**config.mk**
```make
export PLATFORM = sky130hd
export DESIGN_NAME = fetch_unit
export DESIGN_NICKNAME = d
export VERILOG_FILES = /design/src/rtl/fetch_unit.sv
export SDC_FILE = /design/constraint.sdc
export NUM_CORES = 1
export LEC_CHECK = 0
export CORE_MARGIN = 2
export CORE_UTILIZATION = 30
export CTS_CLUSTER_DIAMETER = 50
export DETAILED_ROUTE_END_ITERATION = 10
export PLACE_DENSITY = 0.63
export SLEW_MARGIN = 20
export SYNTH_ARGS = -nofsm -noshare
export SYNTH_HDL_FRONTEND = slang
export SYNTH_SLANG_ARGS = --single-unit
```
**constraint.sdc**
```tcl
create_clock -name clk -period 10.77 [get_ports clk]
set_input_delay 1.077 -clock clk [delete_from_list [all_inputs] [get_ports clk]]
set_output_delay 1.077 -clock clk [all_outputs]
set_load 0.03 [all_outputs]
```
**src/rtl/fetch_unit.sv**
```systemverilog
// Instruction fetch sequencer: fetches one word, holds it while the datapath
// executes, then steps the PC (sequential, branch, jump or jr) or halts.
module fetch_unit #(
  parameter logic [31:0] RESET_PC = 32'h0000_0000
) (
  input  logic        clk,
  input  logic        rst,
  output logic        imem_req,
  output logic [31:0] imem_addr,
  input  logic [31:0] imem_rdata,
  input  logic        imem_ack,
  input  logic        branch,
  input  logic        zero,
  input  logic        jump,
  input  logic        adr_r31,
  input  logic [31:0] jr_target,
  input  logic        hold,
  output logic [31:0] instr,
  output logic [5:0]  opcode,
  output logic        instr_valid,
  output logic [31:0] pc,
  output logic [31:0] pc_plus4,
  output logic        halted
);

  typedef enum logic [1:0] {FETCH, EXEC, HALT} state_t;

  localparam logic [5:0] OP_HALT = 6'b111111;

  state_t      state, state_next;
  logic        load_instr, load_pc;
  logic [31:0] next_pc, branch_off;

  // NOTE: state-holding logic uses non-blocking (<=) so every register samples
  // pre-edge values; blocking here would create order-dependent simulation.
  always_ff @(posedge clk or posedge rst) begin
    if (rst) state <= FETCH;
    else     state <= state_next;
  end

  // NOTE: every output of this block gets a default first, so no path can
  // leave a signal unassigned and infer a latch.
  always_comb begin
    state_next = state;
    load_instr = 1'b0;
    load_pc    = 1'b0;
    case (state)
      FETCH: begin
        if (imem_ack) begin
          load_instr = 1'b1;
          state_next = EXEC;
        end
      end
      EXEC: begin
        if (!hold) begin
          if (opcode == OP_HALT) begin
            state_next = HALT;
          end else begin
            load_pc    = 1'b1;
            state_next = FETCH;
          end
        end
      end
      HALT:    state_next = HALT;
      default: state_next = FETCH;
    endcase
  end

  always_ff @(posedge clk or posedge rst) begin
    if (rst) begin
      pc    <= RESET_PC;
      instr <= '0;
    end else begin
      if (load_pc)    pc    <= next_pc;
      if (load_instr) instr <= imem_rdata;
    end
  end

  assign pc_plus4   = pc + 32'd4;
  assign branch_off = {{14{instr[15]}}, instr[15:0], 2'b00};

  // jr wins over jump, jump over a taken branch; all sums wrap at 2^32.
  always_comb begin
    next_pc = pc_plus4;
    if (adr_r31)              next_pc = jr_target & 32'hFFFF_FFFC;
    else if (jump)            next_pc = {pc_plus4[31:28], instr[25:0], 2'b00};
    else if (branch && zero)  next_pc = pc_plus4 + branch_off;
  end

  // Handshake/status outputs come straight from the state register.
  assign imem_req    = (state == FETCH);
  assign instr_valid = (state == EXEC);
  assign halted      = (state == HALT);
  assign imem_addr   = pc;
  assign opcode      = instr[31:26];

endmodule
```
==> metrics list, run 1 <==
- Wire length of the first global-routing pass: 30000 um
- Gpl congestion: 0.875
- In the final routed layout, each cell accounts on average for about 18 um.
- The clock arrives with about 7.6 ps of skew.
- Fin Setup TNS: 0 ps
* Post-synth EDFFs: 0
* Total power per unit cell area: 320 nW/um2
- I/O pin count: 209
- Summed over all cells, the static leakage comes to 3.18 nW.
- Entering global routing, the biggest net connects 65 pins.
* Vias/cell: about 5.3
- Crit path kind: reg2out
* Number of global-route vias before repair: 5430
- The design draws roughly 2.5 mW.
- Global routing consumed, over all layers together, 19.6% of the routing resources.
- For this design, the CTS-stage hold fixing added 0 buffers.
- Setup repair after global routing left no endpoint under its margin.
* Synth Area per Inst: between 8 and 9 um2
* Dominant delay contributor by cell family on the critical path: simple AND/OR/NAND/NOR gates
- Data on the critical path is required at its endpoint by 9690 ps.
- The initial antenna violation count came to 0.
* Number of distinct library cells after synthesis: 64
- Synthesis inferred between 60 and 70 register bits.
- Initial DRC Count: 328
* Number of antenna diodes: 0
- Number of sinks handled by clock tree synthesis: between 60 and 70
* VDD IR max: roughly 0.00014 V
- In the final layout, flip-flops and latches occupy around 1600 um2.
- Placeable Area: between 15000 and 20000 um2
- Area growth from synthesis to layout: 40.5%
* Share of cell area taken by muxes after synthesis: 7.08%
- Worst hold path depth: 1
- Async SR Flop Fraction: between 90% and 100%
* FILL cells: 1819
- The H-tree was split into 3 levels.
* Worst path slowest cell: sky130_fd_sc_hd__clkdlybuf4s50_1
- In this run the critical register-to-register path is captured at imem_addr[31].
- Length in cells of the worst reg-to-reg path: 15
- Critical Path Start Type: flop
- In the final layout, the multi-input gates occupy 3460 um2.
* PnR worst setup slack: 6170 ps
- Number of standard cells after synthesis: 652
- STA classifies the critical path endpoint as a primary output.
- Warnings, synthesis: 0
- Clock edge transition at the registers on the reported setup and hold paths: 60 ps
- Starting utilization of the core area: 30.7%
- The startpoint identified for the worst hold timing path is instr[23].
- In this run the critical register-to-register path is launched from imem_addr[2].
* Clock latency reported for the late side of the worst-skew pair: 340 ps
- Dominant register cell in the synthesized netlist: sky130_fd_sc_hd__dfrtp_1
- Min-delay worst type: reg2reg
- Post-synth design cell area: 5510 um2
* Number of antenna-violating nets in the routed design: 0
- Slew at the pin with the worst max-slew slack: 937 ps
- Summing the areas of all fa, ha and maj instances in the mapped netlist gives 8.54% of the synthesized area.
* Half-perimeter wire length after placement: ~14000 um
* Delay of the slowest cell on the worst path: ~730 ps
- The share of the Yosys chip area taken by registers is a little under 30%.
* Max_slew headroom: 37.5%
- Crit-path max FO: 7
* Remaining DRCs: 0
* Number of buffers added by the clock tree synthesis step: 9
* Fraction of final layout cells with drive strength greater than 1: 8.40%
- Worst hold slack after final layout: 531 ps
* Dominant combinational cell family by area after synthesis: compound AO/OA/AOI/OAI gates
* Setup-failing EPs final: 0
- The path with the worst hold slack has its endpoint at instr[23].
* FP Rows: 49
- Aggregate global routing overflow: 0
* Post-route fraction of the period consumed by the critical path: 42.7%
- For this block, the routed nets add up to 19200 um of wire.
- Before antenna repair, the detailed router went through 5 iterations.
* Cell at the root of the clock tree: sky130_fd_sc_hd__clkbuf_16
- Final critical delay including setup and external delays: 4600 ps
- Number of buffers and inverters on the critical path: 1
- During placement, the flow inserted port buffers numbering 200.
- The number of gates resized after CTS was 0.
* Synthesized-area fraction occupied by ao, oa, aoi and oai cells: 21.9%
* Post-CTS setup buffer count: 0
- Endpoints failing hold: 0
* Nets: 914
* Slew Viols, Final: 0
- Number of vias in the routed layout: 5481
- The setup check on the worst reg-to-reg path leaves a slack of 6190 ps.
- Die height: 140 um
- Data arrives at the worst endpoint at 3530 ps.
* Pre-CTS setup slack: 6210 ps
- After Yosys synthesis, XOR and XNOR cells account for under 10% of the synthesized area.
- Run status: finished, final reports clean
* TritonCTS clock tree: done
* Number of maximum-capacitance violations: 0
* Crit path cell chain: ha_1 -> nand4_1 -> nor4_2 -> nand2_1 -> nor3_1 -> xor2_1 -> clkdlybuf4s50_1
- The die covers 19500 um2.
- The synthesized netlist devotes between 10% and 20% of its cell area to simple gates.
- Max clock buf depth: 2
- Die extent in x: 140 um
- Derived from the worst setup path, the maximum achievable clock frequency is 0.217 GHz.
-- through the flow --
step | cells | utilization [%] | instance area (um2)
floorplan | 657 | - | 5530
global placement | 1023 | 41.5 | 7450
detailed placement | 1023 | 41.5 | 7450
CTS | 1039 | 43.1 | 7740
global route | 1039 | 43.1 | 7740
finish | 1039 | 43.1 | 7740
-- Yosys cell counts, types with 5 or more instances --
library cell | count | share of area, %
sky130_fd_sc_hd__o31ai_1 | 5 | 0.68
sky130_fd_sc_hd__nand4_1 | 11 | 1.2
sky130_fd_sc_hd__a21oi_1 | 55 | 5.0
sky130_fd_sc_hd__nor3_1 | 9 | 0.82
sky130_fd_sc_hd__xor2_1 | 24 | 3.8
sky130_fd_sc_hd__nand2b_1 | 5 | 0.57
sky130_fd_sc_hd__a221oi_1 | 5 | 0.79
sky130_fd_sc_hd__mux2_2 | 32 | 6.5
sky130_fd_sc_hd__buf_4 | 42 | 5.7
sky130_fd_sc_hd__o21ai_1 | 11 | 1.0
sky130_fd_sc_hd__a31oi_1 | 6 | 0.68
sky130_fd_sc_hd__inv_1 | 13 | 0.89
sky130_fd_sc_hd__nand3_1 | 11 | 1.0
sky130_fd_sc_hd__o21ai_0 | 31 | 2.8
sky130_fd_sc_hd__and3_1 | 9 | 1.0
sky130_fd_sc_hd__o211ai_1 | 12 | 1.6
sky130_fd_sc_hd__a211oi_1 | 7 | 0.95
sky130_fd_sc_hd__a21o_1 | 18 | 2.5
sky130_fd_sc_hd__xnor2_1 | 30 | 4.8
sky130_fd_sc_hd__nor2_1 | 61 | 4.2
sky130_fd_sc_hd__clkbuf_1 | 23 | 1.6
sky130_fd_sc_hd__nand2_1 | 66 | 4.5
sky130_fd_sc_hd__dfrtp_1 | 64 | 29
sky130_fd_sc_hd__ha_1 | 36 | 8.2
-- worst max path at each step --
stage / depth (start not counted) / startpoint / end
finish: 7 / imem_addr[2] / pc_plus4[30]
global route: 15 / imem_addr[2] / imem_addr[31]
CTS: 7 / imem_addr[2] / pc_plus4[30]
detailed placement: 15 / imem_addr[2] / imem_addr[31]
global placement: 15 / imem_addr[2] / imem_addr[31]
floorplan: 15 / imem_addr[2] / imem_addr[31]
-- logic make-up after synthesis --
family	Yosys count
simple gates	191
compound gates	186
buf+inv	84
flops	64
xor+xnor	54
fa+ha+maj	37
mux	35
other cells	1
-- area by class of cell --
cell class / instances / area share, %
timing repair buffer: 207 / 26.5
multi-input combinational: 509 / 44.6
clock inverter: 6 / 0.776
tap: 229 / 3.70
clock buffer: 10 / 2.96
inverter: 14 / 0.679
sequential: 64 / 20.7
-- cell usage in the layout (no fill, tap or decap), types with 4 or more instances in the layout --
master                            synthesis  final
sky130_fd_sc_hd__nor3_1                   9      8
sky130_fd_sc_hd__nor2b_1                  4      4
sky130_fd_sc_hd__and3_1                   9      9
sky130_fd_sc_hd__clkdlybuf4s50_1          0    200
sky130_fd_sc_hd__conb_1                   1      6
sky130_fd_sc_hd__xor2_1                  24     24
sky130_fd_sc_hd__ha_1                    36     36
sky130_fd_sc_hd__dfrtp_1                 64     64
sky130_fd_sc_hd__a31oi_1                  6      6
sky130_fd_sc_hd__o21ai_1                 11     11
sky130_fd_sc_hd__nand3_1                 11     11
sky130_fd_sc_hd__o211ai_1                12     12
sky130_fd_sc_hd__inv_1                   13     12
sky130_fd_sc_hd__xnor2_1                 30     30
sky130_fd_sc_hd__o21ai_0                 31     30
sky130_fd_sc_hd__mux2_2                  32     32
sky130_fd_sc_hd__nand2_1                 66     66
sky130_fd_sc_hd__nor2_1                  61     61
sky130_fd_sc_hd__a311oi_1                 4      4
sky130_fd_sc_hd__a211oi_1                 7      7
sky130_fd_sc_hd__a21o_1                  18     18
sky130_fd_sc_hd__o22ai_1                  4      4
sky130_fd_sc_hd__nand2b_1                 5      5
sky130_fd_sc_hd__o31ai_1                  5      5
sky130_fd_sc_hd__clkbuf_16                0      9
sky130_fd_sc_hd__a221oi_1                 5      5
sky130_fd_sc_hd__a21oi_1                 55     55
sky130_fd_sc_hd__buf_4                   42      7
sky130_fd_sc_hd__nand4_1                 11     11
-- power by group --
group	total [mW]	switching, mW	leakage (nW)	internal [mW]
clock network	0.298	0.120	0.138	0.178
registers	0.463	0.144	0.758	0.319
logic	1.71	1.00	2.29	0.713
-- worst register-to-register path, delay by kind of cell (launching register included) --
kind                       cells  cell delay [ps]
AOI/OAI and AO/OA              5             1270
DFF                            1              480
muxes                          1              280
xor gates and xnor gates       1              210
adders and majority gates      2              680
and+or+nand+nor                6             1550
-- sequential cells by signal, summed over array words and instances (netlist names) --
name,count
imem_addr,30
instr,32
state,2
-- routing by layer --
layer,up-vias,GRT usage (%),part of all wire [%]
met4,0,5.58,1.8
li1,2620,-,-
met2,225,32.2,48
met1,2615,25.7,44
met3,21,4.61,6.7
met5,-,0,0
Note: power is estimated with default switching activity, not from simulation.
==> run 2, diff against run 1 <==
Clock period 10.77 ns to 4.5 ns, I/O delays scaled along.
==> run 2 against run 1 <==
Net effect: clock power grew to 2.6 times the previous value; critical endpoint is now imem_addr[21]; combinational power grew 140%; die area did not move; first-iteration DRC count fell by 8.5%; register-to-register slack worse by 5900 ps; clock skew decreased by 2.3 ps; via count up 0.35%; worst setup slack got worse by 5800 ps; sequential power rose by 140%; wire length is 1.1% higher; critical path depth is 9 higher; non-clock buffer count grew 12.
==> metrics list, run 2 (synthesis results as in run 1) <==
* Setup-failing EPs final: 0
- The first global-routing pass estimated 30400 um of wire.
- Clock edge transition at the registers on the reported setup and hold paths: 60 ps
- In this run the standard cell core region covers 18000 um2.
- Fraction of final layout cells with drive strength greater than 1: 9.98%
* Worst clock skew: 5.31 ps
* Aggregate global routing overflow: 0
- P_leak: 3.28 nW
- The min-delay analysis places its worst path in the category reg2reg.
* Pre-antenna DRT Iters: 4
- Cts hold-fix bufs: 0
- The number of buffers and inverters on the critical path is 1.
* Dominant delay contributor by cell family on the critical path: compound AO/OA/AOI/OAI gates
- For the worst setup path, the data arrival time is 4400 ps.
- Die height: 140 um
* Half-perimeter wire length after placement: 14400 um
- Measured on the finished design, the core utilization comes to 43.8%.
- The routed design has between 15000 and 20000 um of wire.
- Counting flops per register, the top entry is instr.
* Worst path slowest cell: sky130_fd_sc_hd__dfrtp_1
- Crit path kind: reg2reg
- Starting utilization of the core area: 30.7%
- Number of antenna-violating nets in the routed design: 0
- Die extent in x: 140 um
- Leaving out fill and tap cells, the most frequent cells in the layout are sky130_fd_sc_hd__clkdlybuf4s50_1, sky130_fd_sc_hd__nand2_1, sky130_fd_sc_hd__dfrtp_1.
- In the global route stage, overall resource usage came out at 19.9%.
* Crit-path max FO: 6
- Number of antenna diodes: 0
- Number of buffers added by the clock tree synthesis step: 9
* Initial DRC Count: 300
* Number of vias in the routed layout: 5500
* Run status: finished, final reports clean
- Entering global routing, the biggest net connects 42 pins.
* Count of buffers from port buffering: 200
- At the later pin of the worst-skew pair, clock insertion delay measures roughly 340 ps.
- Setup repair after global routing left no endpoint under its margin.
* FP Rows: slightly below 50
- Max Fclk: 0.240 GHz
- Area growth from synthesis to layout: 42.9%
* Number of maximum-capacitance violations: 0
* Slew at the pin with the worst max-slew slack: 941 ps
- On the worst path, the slowest cell contributes a delay of 440 ps.
- Number of antenna violations at the first check in global routing: 1
- The die covers approximately 19000 um2.
- Slew Viols, Final: 0
- Number of H-tree levels: 3
- Traced cell by cell, the critical path runs through ha_1 -> nand4_1 -> buf_4 -> nor2_1 -> nand2_1 -> xnor2_1 -> ha_1 -> a21oi_1 -> nand2_1 -> a41oi_1 -> a31oi_1 -> a21o_1 -> a221oi_2 -> xor2_1 -> a221oi_1 -> a221o_1.
* Number of global-route vias before repair: 5436
* Gpl congestion: 0.901
- Total power per unit cell area: 766 nW/um2
* Nature of the critical path endpoint: flop
* I/O pin count: 209
* Number of sinks handled by clock tree synthesis: between 60 and 70
* Max clock buf depth: 2
- TritonCTS clock tree: done
- Using the TritonRoute via totals, the vias-per-cell ratio works out to 5.23.
- After detailed routing, the number of remaining DRC violations is 0.
- Endpoints failing hold: 0
- Nets: 926
- After routing, the total negative slack on setup checks comes to 0 ps.
* Data required time at the worst endpoint: around 4700 ps
- Final critical delay including setup and external delays: roughly 4200 ps
* Critical Path Start Type: flop
- VDD IR max: 0.000469 V
- In this run the tightest slew margin relative to its limit is 37.2%.
* Number of flip-flops in the largest register: 32
* Post-route fraction of the period consumed by the critical path: 92.7%
- Cell at the root of the clock tree: sky130_fd_sc_hd__clkbuf_16
- After detailed routing, the average wire length per cell comes to 18.4 um.
- Leaving out fill and tap cells, the most frequent cell in the layout is sky130_fd_sc_hd__clkdlybuf4s50_1.
[run 2: changes by cell type in the layout (fill, tap and decap cells not counted), sizes merged]
cell	previous run	this run
clkinvlp	2	1
clkbuf	10	12
clkinv	3	2
buf	7	19
[run 2: worst register-to-register path: cells and delay by family (launching register included)]
kind,cells,cell delay (ps)
adder cells (fa/ha/maj),2,580
buffers and inverters,1,240
XOR/XNOR,2,480
flip-flops,1,440
AO/OA/AOI/OAI,7,1700
AND/OR/NAND/NOR,4,590
[run 2: area by class of cell]
type,count,area (um2)
Fill cell,1779,10100
Clock buffer,12,267
Timing Repair Buffer,219,2140
Inverter,14,52.6
Clock inverter,4,51.3
Multi-Input combinational cell,509,3470
Tap cell,229,287
Sequential cell,64,1600
[run 2: what timing repair did]
item	in CTS	in global routing
hold endpoints to repair	0	0
gates resized for setup	0	2
endpoints found under the setup margin	0	1
setup buffers	0	0
[run 2: final timing paths]
kind                                   start  cells past startpoint       endpoint  slack [ps]
worst max-delay path            imem_addr[3]                     16  imem_addr[21]         330
worst min-delay path               instr[23]                      1      instr[23]         540
worst max register to register  imem_addr[3]                     16  imem_addr[21]         330
worst min register to register     instr[23]                      1      instr[23]         540
max in group asynchronous                rst                      3      instr[19]        2980
min in group asynchronous                rst                      2      instr[27]         580
[run 2: per-layer routing]
layer  vias up  share of wire [%]  wire, um  global-route usage (%)
li1       2652                  -         -                       -
met1      2614                 44      8600                    26.4
met2       209                 46      8960                    31.8
met3        25                7.6      1470                    5.44
met4         0                1.8       348                    5.95
met5         -                  0         0                       0
[run 2: power breakdown]
| group | total [mW] | switching [mW] | internal, mW |
|---|---|---|---|
| clock network | 0.760 | 0.285 | 0.475 |
| logic | 4.17 | 2.42 | 1.76 |
| registers | 1.10 | 0.336 | 0.764 |
| total | 6.03 | 3.04 | 3.00 |
[run 2: per-stage QoR]
step	power [mW]	std cells	cell area (um2)	setup slack, ps	hold slack, ps
global route	6.44	1051	7880	0.884	556
finish	6.03	1051	7880	328	535
detailed placement	5.24	1035	7540	311	528
floorplan	3.90	657	5530	239	567
global placement	5.24	1035	7540	348	518
CTS	6.05	1051	7860	277	541
